### src/rtl/proc_control.sv
// Control unit for the 9-bit simple processor: step-counter FSM that latches an
// instruction from DIN and drives the datapath enables over up to four steps.

module dec3to8 (
   input  logic [2:0] w,
   input  logic       en,
   output logic [7:0] y
);

   // Field value 000 selects bit 7, so R0 sits in the MSB of the one-hot vector.
   always_comb begin
      y = '0;
      if (en) y[3'd7 - w] = 1'b1;
   end

endmodule

module proc_control (
   input  logic       Clock,
   input  logic       Reset,
   input  logic       Run,
   input  logic [8:0] DIN,
   output logic       IRin,
   output logic [7:0] Rin,
   output logic [7:0] Rout,
   output logic       Ain,
   output logic       Gin,
   output logic       Gout,
   output logic       DINout,
   output logic       AddSub,
   output logic       Done,
   output logic [1:0] Tstep
);

   localparam logic [1:0] T0 = 2'd0;
   localparam logic [1:0] T1 = 2'd1;
   localparam logic [1:0] T2 = 2'd2;
   localparam logic [1:0] T3 = 2'd3;

   localparam logic [2:0] OP_MV  = 3'b000;
   localparam logic [2:0] OP_MVI = 3'b001;
   localparam logic [2:0] OP_ADD = 3'b010;
   localparam logic [2:0] OP_SUB = 3'b011;

   logic [1:0] step;
   logic [1:0] nextstep;
   logic [8:0] ir;
   logic [7:0] xsel;
   logic [7:0] ysel;
   logic       alu;

   dec3to8 decx (.w(ir[5:3]), .en(1'b1), .y(xsel));
   dec3to8 decy (.w(ir[2:0]), .en(1'b1), .y(ysel));

   assign alu   = (ir[8:6] == OP_ADD) || (ir[8:6] == OP_SUB);
   assign Tstep = step;

   // Next step is decided from the ungated Done; reset then clears every
   // control output so nothing reaches the datapath while Reset is high.
   always_comb begin
      IRin     = 1'b0;
      Rin      = '0;
      Rout     = '0;
      Ain      = 1'b0;
      Gin      = 1'b0;
      Gout     = 1'b0;
      DINout   = 1'b0;
      AddSub   = 1'b0;
      Done     = 1'b0;
      nextstep = step + 2'd1;
      case (step)
         T0: begin
            IRin     = Run;
            nextstep = Run ? T1 : T0;
         end
         T1: begin
            case (ir[8:6])
               OP_MV: begin
                  Rout = ysel;
                  Rin  = xsel;
                  Done = 1'b1;
               end
               OP_MVI: begin
                  DINout = 1'b1;
                  Rin    = xsel;
                  Done   = 1'b1;
               end
               OP_ADD, OP_SUB: begin
                  Rout = xsel;
                  Ain  = 1'b1;
               end
               default: Done = 1'b1;
            endcase
         end
         T2: begin
            if (alu) begin
               Rout   = ysel;
               Gin    = 1'b1;
               AddSub = ir[6];
            end
         end
         default: begin
            if (alu) begin
               Gout = 1'b1;
               Rin  = xsel;
               Done = 1'b1;
            end
         end
      endcase
      if (Done) nextstep = T0;
      if (Reset) begin
         IRin   = 1'b0;
         Rin    = '0;
         Rout   = '0;
         Ain    = 1'b0;
         Gin    = 1'b0;
         Gout   = 1'b0;
         DINout = 1'b0;
         AddSub = 1'b0;
         Done   = 1'b0;
      end
   end

   always_ff @(posedge Clock) begin
      if (Reset) begin
         step <= T0;
         ir   <= '0;
      end else begin
         step <= nextstep;
         if (IRin) ir <= DIN;
      end
   end

endmodule

### config.mk
export PLATFORM = sky130hd
export DESIGN_NAME = proc_control
export DESIGN_NICKNAME = d
export VERILOG_FILES = /design/src/rtl/proc_control.sv
export SDC_FILE = /design/constraint.sdc
export NUM_CORES = 1
export LEC_CHECK = 0
export BUFFER_PORTS_ARGS = -buffer_cell sky130_fd_sc_hd__buf_2
export CORE_MARGIN = 2
export CORE_UTILIZATION = 30
export DETAILED_ROUTE_END_ITERATION = 6
export GPL_TIMING_DRIVEN = 0
export RECOVER_POWER = 50
export SKIP_LAST_GASP = 1
export SYNTH_ARGS = -nofsm -noshare
export SYNTH_HDL_FRONTEND = slang
export SYNTH_SLANG_ARGS = --single-unit
### constraint.sdc
create_clock -name Clock -period 1.6 [get_ports Clock]
set_clock_uncertainty 0.05 [all_clocks]
set_input_delay 0.08 -clock Clock [delete_from_list [all_inputs] [get_ports Clock]]
set_output_delay 0.08 -clock Clock [all_outputs]
set_load 0.02 [all_outputs]
==> flow_summary_export.csv <==
group,metric,value,unit
drt,drt_iter0_markers,26,
drt,drc,0,
yosys,syn_inst,136,
global_route,antenna_found_initial,0,
global_route,grt_pass1_vias,964,
yosys,yosysUniqueCellTypes,31,
pwr,internal-power,0.5443,mW
layout,fin_nets,204,
global_route,track_usage,15.67,%
cts,numCtsBuffers,3,
drt,vias_per_cell,4.922,
drt,antenna_left,0,
timing,rsz0062_at_grt,"true",
worst_hold_path,hp-class,"in -> reg",
drt,route.vias.total,1142,
timing,finalSetupViolations,17,
drt,wl,2725,µm
status,status,"finished with violations",
pwr,power_frac_clock,21.9,%
cts,clk_pin_slew,0.07,ns
global_route,grt_pass1_wl,4498,µm
layout,final_cell_area,1567,µm²
cts,cts_tree,"built",
pwr,sequentialPowerShare,37.8,%
placed_design,placedInstanceArea,1277,µm²
critical_path,end_kind,"output pin",
drt,wl_per_cell,11.75,µm
yosys,yosys.area_share.xor_xnor,0,%
critical_path,cp_max_fo,8,
timing,min_period,1.716,ns
critical_path,critPathKind,"reg -> out",
pwr,ir_drop,0.2475,mV
pwr,swShare,36.39,%
yosys,syn_avg_cell_area,7.406,µm²
timing,maxSlewViolCount,0,
pwr,pwr_density_cell,546.2,nW/µm²
critical_path,critPathLaunchType,"flip-flop",
yosys,synth_nets,153,
yosys,netlist_area,1007,µm²
placed_design,gp_congestion,0.8514,
floorplanning,chipHeight,61.94,µm
floorplanning,num_rows,21,
yosys,synth-seq-area-share,21.86,%
floorplanning,initial_core_util,30.67,%
yosys,synth-compound-area-share,13.17,%
timing,final.period_utilization,107.2,%
layout,antenna_cells,0,
pwr,combPwrFrac,40.3,%
floorplanning,dieArea,3837,µm²
placed_design,post-dp-hpwl,1996,µm
cts,clockRootBuffer,"clkbuf_4",
timing,setup_slack,-0.1160,ns
layout,fin_util,47.70,%
yosys,ys_ff_latch,11,
timing,final-hold-violation-count,0,
yosys,yosys.area_share.adder,6.211,%
yosys,synth_top_family_by_area,"simple AND/OR/NAND/NOR gates",
timing,max_freq,582.8,MHz
floorplanning,die_x,61.94,µm
cts,clock_path_buffers,2,
job,drv_cap,0,
pwr,p_switching,0.3113,mW
global_route,grt_max_degree,11,
global_route,overflow,0,
cts,cts_num_sinks,11,
critical_path,cp.required,1.47,ns
layout,drive_gt1_share,46.24,%
drt,firstDrtPassIters,4,
critical_path,arrival,1.59,ns
timing,worst_pin_slew,0.4186,ns
yosys,ys_warn_count,0,
floorplanning,io_pins,37,
floorplanning,coreArea,3284,µm²
status,violations,"setup timing",
yosys,synthMuxAreaShare,1.491,%
pwr,cellLeakagePower,0.6108,nW
cts,cts_htree_levels,1,
timing,slew_headroom,72.09,%
cts,clock_latency,0.26,ns
placed_design,io_buffer_count,36,
yosys,synth_simple_gate_area_share,50.06,%
layout,syn_to_final_growth,55.53,%
==> final timing paths <==
path	depth (start not counted)	endpoint	slack, ns	from
setup / recovery	6	Rout[0]	-0.12	Tstep[1]
hold / removal	3	ir[4]	0.006	DIN[4]
setup reg to reg	6	Tstep[0]	0.15	Tstep[0]
hold reg to reg	2	ir[5]	0.48	ir[5]
==> critical path, stage by stage, from the launching register on <==
cell	delay, ns
dfxtp_4	0.38
inv_4	0.07
ha_4	0.16
and4b_2	0.30
nand3_2	0.09
a31oi_2	0.16
buf_4	0.16
==> timing repair <==
item | in CTS | in global routing
resized for setup | 43 | 8
setup endpoints to repair | 19 | 18
pin swaps | 14 | 3
hold endpoints to repair | 5 | 2
hold buffers | 5 | 2
buffers inserted | 3 | 0
cloned | 0 | 0
==> power groups by stage <==
stage,combinational [mW],clock [mW],sequential (mW)
after CTS,0.330,0.192,0.321
after detailed placement,0.276,0,0.322
after global routing,0.381,0.206,0.327
after global placement,0.275,0,0.322
after floorplan,0.203,0,0.322
final,0.345,0.187,0.323
==> synthesized netlist by cell type <==
cell,n,area share (%)
a31oi_1,6,3.7
and3_1,1,0.62
buf_2,7,3.5
a21oi_1,11,5.5
nor3b_2,3,3.7
buf_6,2,2.2
a22oi_1,2,1.5
nor4b_2,1,1.5
nor3_2,4,4.0
o211ai_2,2,2.5
nor2b_1,6,3.7
nand2b_1,4,2.5
nor3_1,1,0.50
nand4_1,4,2.5
nor3b_1,1,0.75
nand4b_1,1,0.87
and2_1,5,3.1
and3b_1,1,0.87
nand2_1,27,10
and4bb_2,1,1.2
and4b_1,2,2.0
dfxtp_1,11,22
nor3b_4,1,1.9
nor2_1,13,4.8
nand3_1,7,3.5
nor4_2,1,1.2
nand3b_1,1,0.75
clkbuf_1,1,0.37
inv_1,3,1.1
mux2_4,1,1.5
ha_1,5,6.2
==> state kept, by name, summed over array words and instances (netlist names) <==
signal  count
Tstep       2
ir          9
==> kinds of logic (layout without fill, tap and decap cells) <==
logic type | count (synthesis) | after routing
AO/OA/AOI/OAI | 21 | 21
adder cells (fa/ha/maj) | 5 | 5
buffers and inverters | 13 | 63
flip-flops | 11 | 11
multiplexers | 1 | 1
AND/OR/NAND/NOR | 85 | 85
==> layout make-up <==
| type | count | area, µm² |
|---|---|---|
| Buffer | 10 | 70.07 |
| Clock buffer | 4 | 26.28 |
| Fill cell | 355 | 1718 |
| Inverter | 3 | 16.27 |
| Multi-Input combinational cell | 112 | 853.3 |
| Sequential cell | 11 | 227.7 |
| Tap cell | 46 | 57.56 |
| Timing Repair Buffer | 46 | 315.3 |
==> stage by stage <==
stage          power [mW]  setup WS (ns)  hold slack, ns  TNS (ns)  instances
2_1_floorplan      0.5258       -0.02069         0.09972  -0.04138        136
3_3_place_gp       0.5963       -0.07036          0.2757   -0.2849        218
3_5_place_dp       0.5983        -0.1107          0.2788   -0.4026        218
4_1_cts            0.8429        -0.1216        0.001480    -1.428        230
5_1_grt            0.9139        -0.2075         0.02249    -3.144        232
6_report           0.8556        -0.1160        0.005675    -1.572        232
==> cells in the final DEF (no fill, tap or decap), types with 2 or more instances in the layout <==
master         count
a21oi_1            9
a21oi_2            2
a22oi_2            2
a31oi_1            2
a31oi_2            4
and2_1             5
buf_2             20
buf_4             20
buf_6              4
clkbuf_1           5
clkbuf_4           3
dfxtp_1            9
dfxtp_4            2
dlygate4sd3_1      7
ha_1               2
ha_4               3
inv_4              2
nand2_1           24
nand2_2            2
nand2b_1           4
nand3_1            5
nand3_2            2
nand4_1            4
nor2_1            13
nor2b_1            5
nor3_2             4
nor3b_2            2
nor3b_4            3
o211ai_2           2
==> layer usage <==
| layer | global-route usage (%) | part of all wire (%) |
|---|---|---|
| met2 | 25.45 | 49 |
| met1 | 20.85 | 45 |
| met4 | 7.599 | 2.5 |
| met5 | 0 | 0 |
| met3 | 1.242 | 3.2 |
No activity file was read; power rests on OpenSTA's default activity.
